--- config.mk ---
export PLATFORM = sky130hd
export DESIGN_NAME = mem_port_arbiter
export DESIGN_NICKNAME = d
export VERILOG_FILES = /design/src/rtl/mem_port_arbiter.sv
export SDC_FILE = /design/constraint.sdc
export NUM_CORES = 1
export LEC_CHECK = 0
export ABC_AREA = 1
export BUFFER_PORTS_ARGS = -buffer_cell sky130_fd_sc_hd__buf_2
export CAP_MARGIN = 0
export CELL_PAD_IN_SITES_DETAIL_PLACEMENT = 1
export CELL_PAD_IN_SITES_GLOBAL_PLACEMENT = 2
export CORE_AREA = 2 2 337 339
export DETAILED_ROUTE_END_ITERATION = 8
export DIE_AREA = 0 0 339 341
export GPL_TIMING_DRIVEN = 0
export PLACE_DENSITY_LB_ADDON = 0.1
export SKIP_CTS_REPAIR_TIMING = 1
export SYNTH_ARGS = -nofsm -noshare
export SYNTH_HDL_FRONTEND = slang
export SYNTH_SLANG_ARGS = --single-unit
--- constraint.sdc ---
create_clock -name clk -period 1.5 [get_ports clk]
set_input_delay 0.15 -clock clk [delete_from_list [all_inputs] [get_ports clk]]
set_output_delay 0.15 -clock clk [all_outputs]
set_load 0.01 [all_outputs]
--- src/rtl/mem_port_arbiter.sv ---
// mem_port_arbiter: round-robin arbiter sharing one block-memory port between
// an I-cache requester (port 0) and a D-cache requester (port 1). One
// transaction is in flight at a time. Grant is held from request capture until
// the memory handshake completes, plus one DONE cycle.
// Optional feature: define MEM_ARB_TIMEOUT_EN to add a BUSY watchdog. The
// watchdog ends a stalled transaction after TIMEOUT_CYCLES cycles and pulses
// arb_timeout_err.
module mem_port_arbiter #(
  parameter int ADDR_W         = 32,
  parameter int DATA_W         = 128,
  parameter int TIMEOUT_CYCLES = 256
) (
  input  logic              clk,
  input  logic              rst,
  input  logic [ADDR_W-1:0] p0_req_addr,
  input  logic [DATA_W-1:0] p0_req_dataout,
  input  logic              p0_req_rw,
  input  logic              p0_req_valid,
  output logic              p0_req_ready,
  output logic [DATA_W-1:0] p0_req_datain,
  input  logic [ADDR_W-1:0] p1_req_addr,
  input  logic [DATA_W-1:0] p1_req_dataout,
  input  logic              p1_req_rw,
  input  logic              p1_req_valid,
  output logic              p1_req_ready,
  output logic [DATA_W-1:0] p1_req_datain,
  output logic [ADDR_W-1:0] mem_req_addr,
  output logic [DATA_W-1:0] mem_req_dataout,
  output logic              mem_req_rw,
  output logic              mem_req_valid,
  input  logic              mem_req_ready,
  input  logic [DATA_W-1:0] mem_req_datain,
  output logic [1:0]        arb_grant,
  output logic              arb_timeout_err
);

  if (TIMEOUT_CYCLES < 2) begin : g_bad_timeout
    $error("mem_port_arbiter: TIMEOUT_CYCLES must be >= 2");
  end

  typedef enum logic [1:0] {
    ST_IDLE = 2'd0,
    ST_BUSY = 2'd1,
    ST_DONE = 2'd2
  } state_e;

  state_e            state_q, state_d;
  logic              last_grant_q, last_grant_d;  // index of the last served port
  logic              owner_q, owner_d;            // index of the current owner
  logic [ADDR_W-1:0] mem_addr_q, mem_addr_d;
  logic [DATA_W-1:0] mem_dataout_q, mem_dataout_d;
  logic              mem_rw_q, mem_rw_d;
  logic              mem_valid_q, mem_valid_d;
  logic [1:0]        grant_q, grant_d;
  logic              p0_ready_q, p0_ready_d;
  logic              p1_ready_q, p1_ready_d;
  logic [DATA_W-1:0] p0_datain_q, p0_datain_d;
  logic [DATA_W-1:0] p1_datain_q, p1_datain_d;
  logic              winner;

`ifdef MEM_ARB_TIMEOUT_EN
  localparam int CNT_W = $clog2(TIMEOUT_CYCLES);
  logic [CNT_W-1:0] timeout_cnt_q, timeout_cnt_d;
  logic             timeout_err_q, timeout_err_d;
  assign arb_timeout_err = timeout_err_q;
`else
  assign arb_timeout_err = 1'b0;
`endif

  // A lone requester wins; on a tie the port that was not served last wins.
  assign winner = (p0_req_valid && p1_req_valid) ? ~last_grant_q : p1_req_valid;

  // State register with synchronous reset; an in-flight transaction is dropped.
  // NOTE: sequential state uses non-blocking (<=) so every register samples the
  // pre-edge value of its peers; blocking here would create order-dependent races.
  always_ff @(posedge clk) begin
    if (rst) begin
      state_q       <= ST_IDLE;
      last_grant_q  <= 1'b1;
      owner_q       <= 1'b0;
      mem_addr_q    <= '0;
      mem_dataout_q <= '0;
      mem_rw_q      <= 1'b0;
      mem_valid_q   <= 1'b0;
      grant_q       <= 2'b00;
      p0_ready_q    <= 1'b0;
      p1_ready_q    <= 1'b0;
      p0_datain_q   <= '0;
      p1_datain_q   <= '0;
`ifdef MEM_ARB_TIMEOUT_EN
      timeout_cnt_q <= '0;
      timeout_err_q <= 1'b0;
`endif
    end else begin
      state_q       <= state_d;
      last_grant_q  <= last_grant_d;
      owner_q       <= owner_d;
      mem_addr_q    <= mem_addr_d;
      mem_dataout_q <= mem_dataout_d;
      mem_rw_q      <= mem_rw_d;
      mem_valid_q   <= mem_valid_d;
      grant_q       <= grant_d;
      p0_ready_q    <= p0_ready_d;
      p1_ready_q    <= p1_ready_d;
      p0_datain_q   <= p0_datain_d;
      p1_datain_q   <= p1_datain_d;
`ifdef MEM_ARB_TIMEOUT_EN
      timeout_cnt_q <= timeout_cnt_d;
      timeout_err_q <= timeout_err_d;
`endif
    end
  end

  // Next-state logic: capture in IDLE, wait for memory in BUSY, one-cycle pulse in DONE.
  always_comb begin
    // NOTE: every signal gets a default before the case so no path leaves one
    // unassigned; an unassigned path would infer a latch.
    state_d       = state_q;
    last_grant_d  = last_grant_q;
    owner_d       = owner_q;
    mem_addr_d    = mem_addr_q;
    mem_dataout_d = mem_dataout_q;
    mem_rw_d      = mem_rw_q;
    mem_valid_d   = mem_valid_q;
    grant_d       = grant_q;
    p0_ready_d    = 1'b0;
    p1_ready_d    = 1'b0;
    p0_datain_d   = p0_datain_q;
    p1_datain_d   = p1_datain_q;
`ifdef MEM_ARB_TIMEOUT_EN
    timeout_cnt_d = timeout_cnt_q;
    timeout_err_d = 1'b0;
`endif

    case (state_q)
      ST_IDLE: begin
        if (p0_req_valid || p1_req_valid) begin
          owner_d       = winner;
          mem_addr_d    = winner ? p1_req_addr    : p0_req_addr;
          mem_dataout_d = winner ? p1_req_dataout : p0_req_dataout;
          mem_rw_d      = winner ? p1_req_rw      : p0_req_rw;
          mem_valid_d   = 1'b1;
          grant_d       = winner ? 2'b10 : 2'b01;
          state_d       = ST_BUSY;
`ifdef MEM_ARB_TIMEOUT_EN
          timeout_cnt_d = '0;
`endif
        end
      end

      ST_BUSY: begin
        if (mem_req_ready) begin
          mem_valid_d  = 1'b0;
          last_grant_d = owner_q;
          state_d      = ST_DONE;
          if (owner_q) begin
            p1_ready_d = 1'b1;
            if (!mem_rw_q) p1_datain_d = mem_req_datain;
          end else begin
            p0_ready_d = 1'b1;
            if (!mem_rw_q) p0_datain_d = mem_req_datain;
          end
        end
`ifdef MEM_ARB_TIMEOUT_EN
        else if (timeout_cnt_q == CNT_W'(TIMEOUT_CYCLES - 1)) begin
          // Memory never answered: complete to the owner with zero data.
          mem_valid_d   = 1'b0;
          last_grant_d  = owner_q;
          timeout_err_d = 1'b1;
          state_d       = ST_DONE;
          if (owner_q) begin
            p1_ready_d  = 1'b1;
            p1_datain_d = '0;
          end else begin
            p0_ready_d  = 1'b1;
            p0_datain_d = '0;
          end
        end else begin
          timeout_cnt_d = timeout_cnt_q + 1'b1;
        end
`endif
      end

      ST_DONE: begin
        grant_d = 2'b00;
        state_d = ST_IDLE;
      end

      default: state_d = ST_IDLE;
    endcase
  end

  assign mem_req_addr    = mem_addr_q;
  assign mem_req_dataout = mem_dataout_q;
  assign mem_req_rw      = mem_rw_q;
  assign mem_req_valid   = mem_valid_q;
  assign arb_grant       = grant_q;
  assign p0_req_ready    = p0_ready_q;
  assign p1_req_ready    = p1_ready_q;
  assign p0_req_datain   = p0_datain_q;
  assign p1_req_datain   = p1_datain_q;

endmodule

-- Yosys cells after proc, flatten, opt, wreduce, memory -nomap -nowiden
Index checks and enable logic that the tools add are counted.
Widths: inputs -> output; s select.
- equal/unequal tests: 4
- muxes and demuxes: 15
- bitwise logic cells: 5
- reductions and logical operators: 13
- operators with widths (operator ; count):
    $mux 128 ; 1
    $mux 32 ; 1
    $mux 2 ; 4
    $pmux 2 s2 ; 2
    $reduce_and 2->1 ; 4
    $reduce_and 4->1 ; 2
    $mux 1 ; 6
    $not 1->1 ; 5
    $ne 2x2->1 const B ; 2
    $reduce_bool 2->1 ; 2
    $reduce_and 3->1 ; 1
    $reduce_or 3->1 ; 1
    $eq 2x1->1 const B ; 1
    $eq 2x2->1 const B ; 1
    $logic_not 2->1 ; 1
    $pmux 1 s2 ; 1
    $logic_and 1x1->1 ; 1
    $logic_or 1x1->1 ; 1
- flip-flop bits (word level): 426
- output and inout port bits: 423

-- Depth between registers and ports, before layout
- word-level depth: 5
- gate-level depth with buffers: 9

-- Worst setup path after synthesis
OpenSTA, ideal clock, no wires.
- path kind: reg-to-reg
- start: register mem_rw_q, in the netlist mem_req_rw
- end: register p0_datain_q[118], in the netlist p0_req_datain[118]
- arrival time: 1150 ps
- data required time: 1387 ps
- path slack: 237 ps
- stages on the path, launching flop included: 7
- buffers on the path: 2
- cells stage by stage: dfxtp_1 nor2_1 buf_2 buf_1 nand3b_1 nand2_1 nor2_1
- cells in the longest elaborated chain, start to end: 2
- ends and longest elaborated chain (item ; line ; source):
    from (decl) ; 52 ; logic mem_rw_q, mem_rw_d;
    from (signal assigned) ; 100 ; mem_rw_q <= mem_rw_d;
    $not 1->1 (no source line) ; - ;
    $reduce_and 4->1 (no source line) ; - ;
    to (signal assigned) ; 105 ; p0_datain_q <= p0_datain_d;
    to (decl) ; 57 ; logic [DATA_W-1:0] p0_datain_q, p0_datain_d;
No other way between the ends.
A chain may end at the register's enable or synchronous reset.

-- Final worst setup path
- start: register last_grant_q
- end: register mem_dataout_q[50], in the netlist mem_req_dataout[50]
- cells in the longest elaborated chain, start to end: 3
- ends and longest elaborated chain (item ; line ; source):
    from (decl) ; 48 ; logic last_grant_q, last_grant_d;
    from (signal assigned) ; 96 ; last_grant_q <= last_grant_d;
    $not 1->1 ; 71 ; assign winner = (p0_req_valid && p1_req_valid) ? ~last_grant_q : p1_req_valid;
    $mux 1 ; 71 ;
    $mux 128 ; 140 ; mem_dataout_d = winner ? p1_req_dataout : p0_req_dataout;
    to (signal assigned) ; 99 ; mem_dataout_q <= mem_dataout_d;
    to (decl) ; 51 ; logic [DATA_W-1:0] mem_dataout_q, mem_dataout_d;
No other way between the ends.

==> metrics.md <==
| Metric | Value |
|---|---|
| Most frequent cells in the layout | `buf_2 (899), nand2_1 (457), dlygate4sd3_1 (450), dfxtp_1 (421), nor2_1 (364)` |
| Placed Area | `24960 um^2` |
| CP top delay family | `simple AND/OR/NAND/NOR gates` |
| Startpoint types | `register` |
| Die ar. | `115600 um^2` |
| DIE WIDTH | `339 um` |
| Peak supply drop | `906.9 uV` |
| CTS tree | `built` |
| Avg Cell Area, Syn | `6.902 um^2` |
| Pre-antenna DRT Iters | `5` |
| Endpoints failing setup | `0` |
| H-tree levels | `2` |
| Crit path from | `last_grant_q` |
| Synth area leader | `dfxtp_1` |
| Core Rows | `123` |
| Largest cells by area after synthesis | `dfxtp_1 (46%), nand2_1 (9.2%), nand3_1 (8.7%)` |
| Hold crit path type | `input pin to register` |
| Boundary pin count | `878` |
| Critical-path top delay cell | `dfxtp_2` |
| Via count | `23130` |
| Layout cells sized above 1 | `0.2919` |
| Final hold violation count | `0` |
| Synth Instances | `2710` |
| CP Capture Type | `register` |
| Clk slew on worst S/H paths | `0.06 ns` |
| Number of port buffers | `875` |
| Largest net degree at the start of global routing | `17` |
| Top-area cell type share of the netlist area | `0.4560` |
| Routed Antenna Nets | `0` |
| HPWL after detailed placement | `89480 um` |
| Worst slew pin tran | `0.7916 ns` |
| Total global routing track utilization | `0.1884` |
| Worst setup margin | `0.02415 ns` |
| Rel. slew slack | `0.4723` |
| Post-Route Skew | `0.02366 ns` |
| Max Fclk | `0.6776 GHz` |
| Final net count | `4571` |
| Antenna violations before repair | `40` |
| RSZ-0062 raised after global routing | `yes` |
| Number of max-cap violations | `0` |
| GRT overflow | `0` |
| Final worst path period share | `0.9839` |
| CTS Buf Count | `58` |
| Root buf cell | `clkbuf_16` |
| Global-route wire length before repair | `159000 um` |
| Fill cells | `13950` |
| Leading cell type in the layout, fill and taps excluded | `buf_2` |
| Pre-CTS setup slack | `-0.9858 ns` |
| #FFs+latches synth | `426` |
| Clock Sinks | `426` |
| Drt initial violations | `833` |
| Core ar. | `111900 um^2` |
| Syn_nets | `3165` |
| Final wirelength | `117800 um` |
| WP data required | `2.00 ns` |
| Final TNS setup | `0 ns` |
| DRC | `0` |
| Final Max Tran Viols | `0` |
| Area grow syn2layout | `75.94%` |
| Crit path top cell by count | `nand2_8` |
| Hold Startpoint | `p1_req_dataout[100]` |
| Finished layout cell area | `32910 um^2` |
| Vias per cell | `4.061` |
| Static leakage | `16.38 nW` |
| Ys Warns | `0` |
| Yosys cell types | `21` |
| Die height | `341 um` |
| Final Critical Period | `1.476 ns` |
| CP bufs+invs | `2` |
| Status | `finished, final reports clean` |
| Deepest clock path buffer count | `3` |
| CP Class | `register to register` |
| Wire per inst | `20.68 um` |
| PD cells | `1033 nW/um^2` |
| Share of the yosys chip area belonging to registers | `0.4560` |
| R2r startpoint | `last_grant_q` |
| Clk_lat worst skew | `0.66 ns` |
| Mapped cell area | `18700 um^2` |
| Slowest cell delay on critical path | `0.41 ns` |
| Critical Path Fanout Max | `10` |
| CP cell instances | `nand2_8 -> nand2_8 -> buf_12 -> buf_8 -> nand2_1 -> nand3_4 -> a21oi_1` |
| Initial Utilization | `0.1672` |
| Arr. time, crit path | `1.97 ns` |
| Vias in the first global route | `22150` |
| GPL Wtd Cong | `0.8140` |
==> final cells by class <==
cell class | instances | area (um^2) | share of cell area
repair buffers | 1346 | 9349 | 0.2841
flip-flops and latches | 426 | 8542 | 0.2596
multi-input cells | 1736 | 8227 | 0.2500
well taps | 1500 | 1877 | 0.05703
clock buffers | 93 | 1783 | 0.05418
plain buffers | 219 | 1685 | 0.05121
inverters | 329 | 1242 | 0.03776
clock inverters | 13 | 115.1 | 0.003498
diodes | 35 | 87.58 | 0.002661
==> routing by layer <==
metal	vias up	routed length [um]	part of all wire	track usage
met1	10860	47260	0.40	0.2040
met3	146	7831	0.066	0.07386
met5	-	50	0.00042	0
met2	655	59140	0.50	0.3338
li1	11470	-	-	-
met4	10	3514	0.030	0.06287
==> final timing paths <==
kind	depth (start not counted)	slack (ns)	endpoint
max	7	0.02	mem_req_dataout[50]
min	5	0.03	mem_req_dataout[100]
max reg2reg	7	0.02	mem_req_dataout[50]
min reg2reg	2	0.46	p0_req_datain[76]
==> state kept, by name (all words and copies together), names as in the netlist, 2 cells and up <==
name             cells
p0_req_datain      128
arb_grant            2
mem_req_dataout    128
mem_req_addr        32
p1_req_datain      128
state_q              2
==> power breakdown <==
part           switching [W]  leakage, nW  internal, W  total [W]
combinational        0.00428         12.0      0.00327    0.00755
clock                0.00584        0.938      0.00811     0.0139
sequential          0.000408         3.48       0.0121     0.0125
==> Yosys cell counts <==
master and instances:
nand2_1 460, dfxtp_1 426, nor2_1 392, inv_1 327
nand3_1 327, a21oi_1 166, nor3_1 129, nand3b_1 128
o21ai_0 126, clkbuf_1 105, buf_2 77, buf_1 16
buf_4 9, clkbuf_2 9, buf_6 3, nand2_2 3
inv_2 2, o21ai_1 2, conb_1 1, nor2_4 1
o21ai_2 1
==> stage by stage <==
stage | hold slack [ns] | total power (W) | util | cells
global placement | 0.3994 | 0.01876 | 0.2231 | 5085
CTS | -0.3303 | 0.03311 | 0.2401 | 5191
global route | 0.03261 | 0.03588 | 0.2941 | 5694
detailed placement | 0.4029 | 0.01876 | 0.2231 | 5085
floorplan | 0.2921 | 0.01558 | - | 2710
finish | 0.02949 | 0.03399 | 0.2941 | 5697
==> kinds of logic after synthesis <==
kind of cell,count (synthesis),share of synthesized area
buf+inv,548,0.1187
compound gates,295,0.07914
other cells,1,0.0002005
flops,426,0.4560
simple gates,1440,0.3460
==> worst min-delay path, cell delays in order <==
cell and delay [ns]:
buf_2 0.08, inv_1 0.10, nand3_1 0.11, nand3_1 0.08, a21oi_1 0.12
(Power assumes the default switching activity.)
